<file path="config.mk">
export PLATFORM = sky130hd
export DESIGN_NAME = dec_rr_sched
export DESIGN_NICKNAME = d
export VERILOG_FILES = /design/src/rtl/dec_sched_pkg.sv /design/src/rtl/rr_pick4.sv /design/src/rtl/dec_rr_sched.sv
export SDC_FILE = /design/constraint.sdc
export NUM_CORES = 1
export LEC_CHECK = 0
export CAP_MARGIN = 20
export CORE_MARGIN = 2
export CORE_UTILIZATION = 40
export DETAILED_ROUTE_END_ITERATION = 10
export GPL_TIMING_DRIVEN = 0
export MAX_ROUTING_LAYER = met4
export PLACE_DENSITY = 0.66
export SETUP_SLACK_MARGIN = 0.15
export SLEW_MARGIN = 20
export SYNTH_ARGS = -nofsm -noshare
export SYNTH_HDL_FRONTEND = slang
export SYNTH_SLANG_ARGS = --single-unit
</file>
<file path="constraint.sdc">
create_clock -name clk -period 2.1 [get_ports clk]
set_input_delay 0.42 -clock clk [delete_from_list [all_inputs] [get_ports clk]]
set_output_delay 0.42 -clock clk [all_outputs]
set_load 0.01 [all_outputs]
</file>
<file path="src/rtl/dec_sched_pkg.sv">
// rtl/dec_sched_pkg.sv - shared types and helpers for the round-robin decoder scheduler
package dec_sched_pkg;

    localparam int N_REQ = 4;
    localparam int IDX_W = 2;

    typedef enum logic [1:0] {
        IDLE  = 2'd0,
        GRANT = 2'd1,
        GAP   = 2'd2
    } sched_state_t;

    function automatic logic [N_REQ-1:0] onehot(input logic [IDX_W-1:0] idx);
        logic [N_REQ-1:0] v;
        v      = '0;
        v[idx] = 1'b1;
        return v;
    endfunction

    function automatic logic [IDX_W-1:0] encode(input logic [N_REQ-1:0] vec);
        logic [IDX_W-1:0] idx;
        idx = '0;
        for (int i = 0; i < N_REQ; i++) begin
            if (vec[i]) idx = IDX_W'(i);
        end
        return idx;
    endfunction

endpackage

</file>
<file path="src/rtl/rr_pick4.sv">
// rtl/rr_pick4.sv - rotate-priority picker: first requester at or after ptr, wrapping mod 4
module rr_pick4
    import dec_sched_pkg::*;
(
    input  logic [N_REQ-1:0] req,
    input  logic [IDX_W-1:0] ptr,
    output logic [IDX_W-1:0] pick_idx,
    output logic             pick_vld
);

    logic [IDX_W-1:0] w_idx;

    // Scan farthest-from-ptr first so the nearest requester wins the last write.
    always_comb begin
        pick_idx = '0;
        pick_vld = 1'b0;
        w_idx    = '0;
        for (int k = N_REQ - 1; k >= 0; k--) begin
            w_idx = ptr + IDX_W'(k);
            if (req[w_idx]) begin
                pick_idx = w_idx;
                pick_vld = 1'b1;
            end
        end
    end

endmodule

</file>
<file path="src/rtl/dec_rr_sched.sv">
// rtl/dec_rr_sched.sv - round-robin owner scheduler for the shared 4-in/2-out decoder
module dec_rr_sched
    import dec_sched_pkg::*;
#(
    parameter int MAX_HOLD = 15,
    parameter int CNT_W    = 4
) (
    input  logic             clk,
    input  logic             rst_n,
    input  logic [N_REQ-1:0] req,
    output logic [N_REQ-1:0] gnt,
    output logic [IDX_W-1:0] gnt_idx,
    output logic             gnt_vld,
    output logic             expire
);

    localparam logic [CNT_W-1:0] HOLD_LAST = (MAX_HOLD == 0) ? '0 : CNT_W'(MAX_HOLD - 1);

    sched_state_t     r_state, w_state_nxt;
    logic [IDX_W-1:0] r_ptr, w_ptr_nxt;
    logic [CNT_W-1:0] r_cnt, w_cnt_nxt;
    logic [N_REQ-1:0] r_gnt, w_gnt_nxt;
    logic [IDX_W-1:0] r_idx, w_idx_nxt;
    logic             r_vld, w_vld_nxt;
    logic             r_expire, w_expire_nxt;

    logic [IDX_W-1:0] w_pick_idx;
    logic             w_pick_vld;
    logic             w_hold_hit;

    rr_pick4 u_pick (
        .req      (req),
        .ptr      (r_ptr),
        .pick_idx (w_pick_idx),
        .pick_vld (w_pick_vld)
    );

    assign w_hold_hit = (MAX_HOLD != 0) && (r_cnt == HOLD_LAST);

    always_comb begin
        w_state_nxt  = r_state;
        w_ptr_nxt    = r_ptr;
        w_cnt_nxt    = r_cnt;
        w_gnt_nxt    = r_gnt;
        w_idx_nxt    = r_idx;
        w_vld_nxt    = r_vld;
        w_expire_nxt = 1'b0;
        case (r_state)
            IDLE, GAP: begin
                if (w_pick_vld) begin
                    w_gnt_nxt   = onehot(w_pick_idx);
                    w_idx_nxt   = w_pick_idx;
                    w_vld_nxt   = 1'b1;
                    w_cnt_nxt   = '0;
                    w_state_nxt = GRANT;
                end else begin
                    w_gnt_nxt   = '0;
                    w_idx_nxt   = '0;
                    w_vld_nxt   = 1'b0;
                    w_state_nxt = IDLE;
                end
            end
            GRANT: begin
                // An owner dropping on the limit edge is a normal release, so expire
                // only fires when the owner is still requesting.
                if (!req[r_idx] || w_hold_hit) begin
                    w_gnt_nxt    = '0;
                    w_idx_nxt    = '0;
                    w_vld_nxt    = 1'b0;
                    w_ptr_nxt    = r_idx + 2'd1;
                    w_expire_nxt = req[r_idx];
                    w_state_nxt  = GAP;
                end else if (r_cnt != '1) begin
                    w_cnt_nxt = r_cnt + 1'b1;
                end
            end
            default: begin
                w_gnt_nxt   = '0;
                w_idx_nxt   = '0;
                w_vld_nxt   = 1'b0;
                w_state_nxt = IDLE;
            end
        endcase
    end

    always_ff @(posedge clk or negedge rst_n) begin
        if (!rst_n) begin
            r_state  <= IDLE;
            r_ptr    <= '0;
            r_cnt    <= '0;
            r_gnt    <= '0;
            r_idx    <= '0;
            r_vld    <= 1'b0;
            r_expire <= 1'b0;
        end else begin
            r_state  <= w_state_nxt;
            r_ptr    <= w_ptr_nxt;
            r_cnt    <= w_cnt_nxt;
            r_gnt    <= w_gnt_nxt;
            r_idx    <= w_idx_nxt;
            r_vld    <= w_vld_nxt;
            r_expire <= w_expire_nxt;
        end
    end

    assign gnt     = r_gnt;
    assign gnt_idx = r_idx;
    assign gnt_vld = r_vld;
    assign expire  = r_expire;

endmodule

</file>
==> results of run 1 <==
## flip-flops by register name, summed over array words and instances, names as in the netlist
register and count:
r_cnt 4, r_ptr 2, gnt_idx 2, r_state 1, gnt_vld 1, expire 1, gnt 4
## cells by family after synthesis
kind of cell    count (synthesis)  share of synthesized area [%]
xor+xnor                        1                           1.19
flops                          15                           51.0
simple gates                   24                           16.8
mux                             2                           4.42
fa+ha+maj                       2                           3.40
buf+inv                         4                           3.06
compound gates                 21                           20.1
## power breakdown
part	switching, W	internal [W]
Sequential	0.0000767	0.000387
Clock	0.0000869	0.0000738
Combinational	0.000270	0.000270
Total	0.000434	0.000731
## per-layer routing
layer / track usage (%) / share of wire [%] / vias to the layer above
met4: 8.33 / 0.69 / 0
met2: 24.4 / 47 / 16
met3: 5.77 / 4.2 / 2
met5: - / 0 / -
li1: - / - / 295
met1: 20.7 / 48 / 281
## final timing paths
check | depth (start not counted) | endpoint | startpoint
worst max-delay path | 5 | gnt[3] | req[3]
worst min-delay path | 1 | gnt[2] | gnt[2]
worst max register to register | 4 | gnt[3] | gnt_idx[0]
worst min register to register | 1 | gnt[2] | gnt[2]
max in group asynchronous | 1 | gnt[2] | rst_n
min in group asynchronous | 1 | r_ptr[0] | rst_n
## cell type report
cell class	instances	area (sq um)
fill	159	803
sequential	15	375
multi-input combinational	50	338
timing repair buffer	13	130
tap	25	31.3
clock buffer	4	26.3
buffer	2	15.0
inverter	2	7.51
## through the flow
stage	util, %	cell area, sq um	power (W)	TNS [ns]
CTS	53.5	923	0.00118	0
finish	53.5	923	0.00116	0
global route	53.5	923	0.00125	0
floorplan	-	736	0.000803	0
global placement	52.0	897	0.00100	-0.130
detailed placement	52.0	897	0.00101	-0.182
## placed cells by master, fill, tap and decap left out, types with 2 or more instances in the layout
cell	instances
nand2_1	4
nor3_1	2
a21oi_1	5
clkbuf_1	2
nand3_1	5
clkdlybuf4s50_1	13
o211ai_1	2
o21ai_0	4
nor2_1	5
clkbuf_4	3
dfrtp_1	15
ha_1	2
a32o_1	4
inv_1	2
==> impl_results.md, run 1 <==
- Status: finished, final reports clean
- Synth warn: 0
- Syn_area_per_cell: 10.7 sq um
- Port bufs: 13
- PostCTS Resize Cnt: 0
- Largest area contributor in the netlist: dfrtp_1
- TritonCTS Buffers: 3
- Final Max Slew Viols: 0
- Unique cell type count in the Yosys netlist: 30
- Synth top area cells: dfrtp_1, a32o_1, a21oi_1
- Min Tclk post-route: 1.87 ns
- Antenna violations before repair: 0
- TritonCTS clock tree: built
- Unrepaired setup endpoints after global routing: false
- Row cnt: 15
- Worst setup SP type: primary input
- Die ar.: 2200 sq um
- Maxcap violations: 0
- Worst skew pair latency: 0.28 ns
- Synth Cell Area: 736 sq um
- Dpl hpwl: 1060 um
- Die X: 46.9 um
- Crit path largest cell delay: 0.57 ns
- # DRC: 0
- Initial DRT Pass Iterations: 4
- Ys flop type: dfrtp_1
- Final setup fails: 0
- CTS Sinks: 15
- CP endpoint kind: flop
- Largest net degree at the start of global routing: 16
- EDFF count, synth: 0
- Remaining antenna violation count after routing: 0
- Final WS setup: 0.227 ns
- Vias: 594
- Part of the cycle the worst path needs: 89.2%
- Starting Density: 42.6%
- RePlAce Congestion: 0.723
- I/O pins: 14
- Area grow syn2layout: 25.5%
- Placed Cells: 107
- Count leader, synth: dfrtp_1
- Synthesized flop and latch total: 15
- First-pass GRT wire length: 2460 um
- Share of the synthesized area in the top cell type: 51.0%
- Fin Clk Skew: 0.00492 ns
- HP Class: reg -> reg
- Layout cell share with drive strength beyond 1: 6.98%
- H-tree levels: 1
- Cells after synthesis: 69
- Ys async rst share: 100%
- Max Buffers Root-to-Sink: 2
- Total track usage: 16.8%
- Most common library cells after synthesis: dfrtp_1, a21oi_1, nand3_1, nor2_1
- PD cells: 1260 nW/um^2
- WL per Instance: 13.0 um
- Slew @ Worst Pin: 0.646 ns
- Hold_ws: 0.500 ns
- Post-CTS Setup Inserts: 0
- Worst Path Buf+Inv: 2
- Leakage power figure: 0.382 nW
- Worst-path fanout max: 7
- WS Path Type: in -> reg
- VDD IR-drop max: 0.601 mV
- R2R setup slack: 0.40 ns
- Die height: 46.9 um
- Data required, critical path: 2.27 ns
- # diodes: 0
- Final nets: 95
- Root Driver: clkbuf_4
- Initial DRC count: 7
- Fmax: 0.534 GHz
- Slew Limit Headroom: 56.8%
- Syn Nets: 77
- Sequential-to-total area share from yosys stat: 51.0%
- Pre-CTS setup slack: -0.0492 ns
- Family with the most delay on the worst path: buffers and inverters
- CTS Hold Bufs: 0
- Grt total ovfl: 0
- Final hold viol count: 0
- Core Area: 1730 sq um
- Critical Path AT: 2.05 ns
- Routed vias/inst: 5.35
- Vias in the first global route: 560
- Critical-path cell list: clkdlybuf4s50_1 -> mux4_2 -> and3_1 -> buf_6 -> a32o_1
- Total wire length: 1450 um
- Slowest cell on crit path: mux4_2
- Non-filler cells, final: 111
- Worst-path clk slew: 0.08 ns
Power figures use the tool's default switching activity.
==> run 2, diff against run 1 <==
==> constraint.sdc (replaced) <==
create_clock -name clk -period 2.2 [get_ports clk]
set_input_delay 0.44 -clock clk [delete_from_list [all_inputs] [get_ports clk]]
set_output_delay 0.44 -clock clk [all_outputs]
set_load 0.01 [all_outputs]
==> results of run 2 <==
Same layout as run 1 (identical final DEF). Status: finished, final reports clean.
Main changes from that run: setup slack after placement -0.0492 ns -> 0.0308 ns; setup slack after layout 0.227 ns -> 0.307 ns; register-to-register setup slack 0.40 ns -> 0.50 ns; total power 0.00116 W -> 0.00111 W; worst IR drop on VDD 0.601 mV -> 0.574 mV
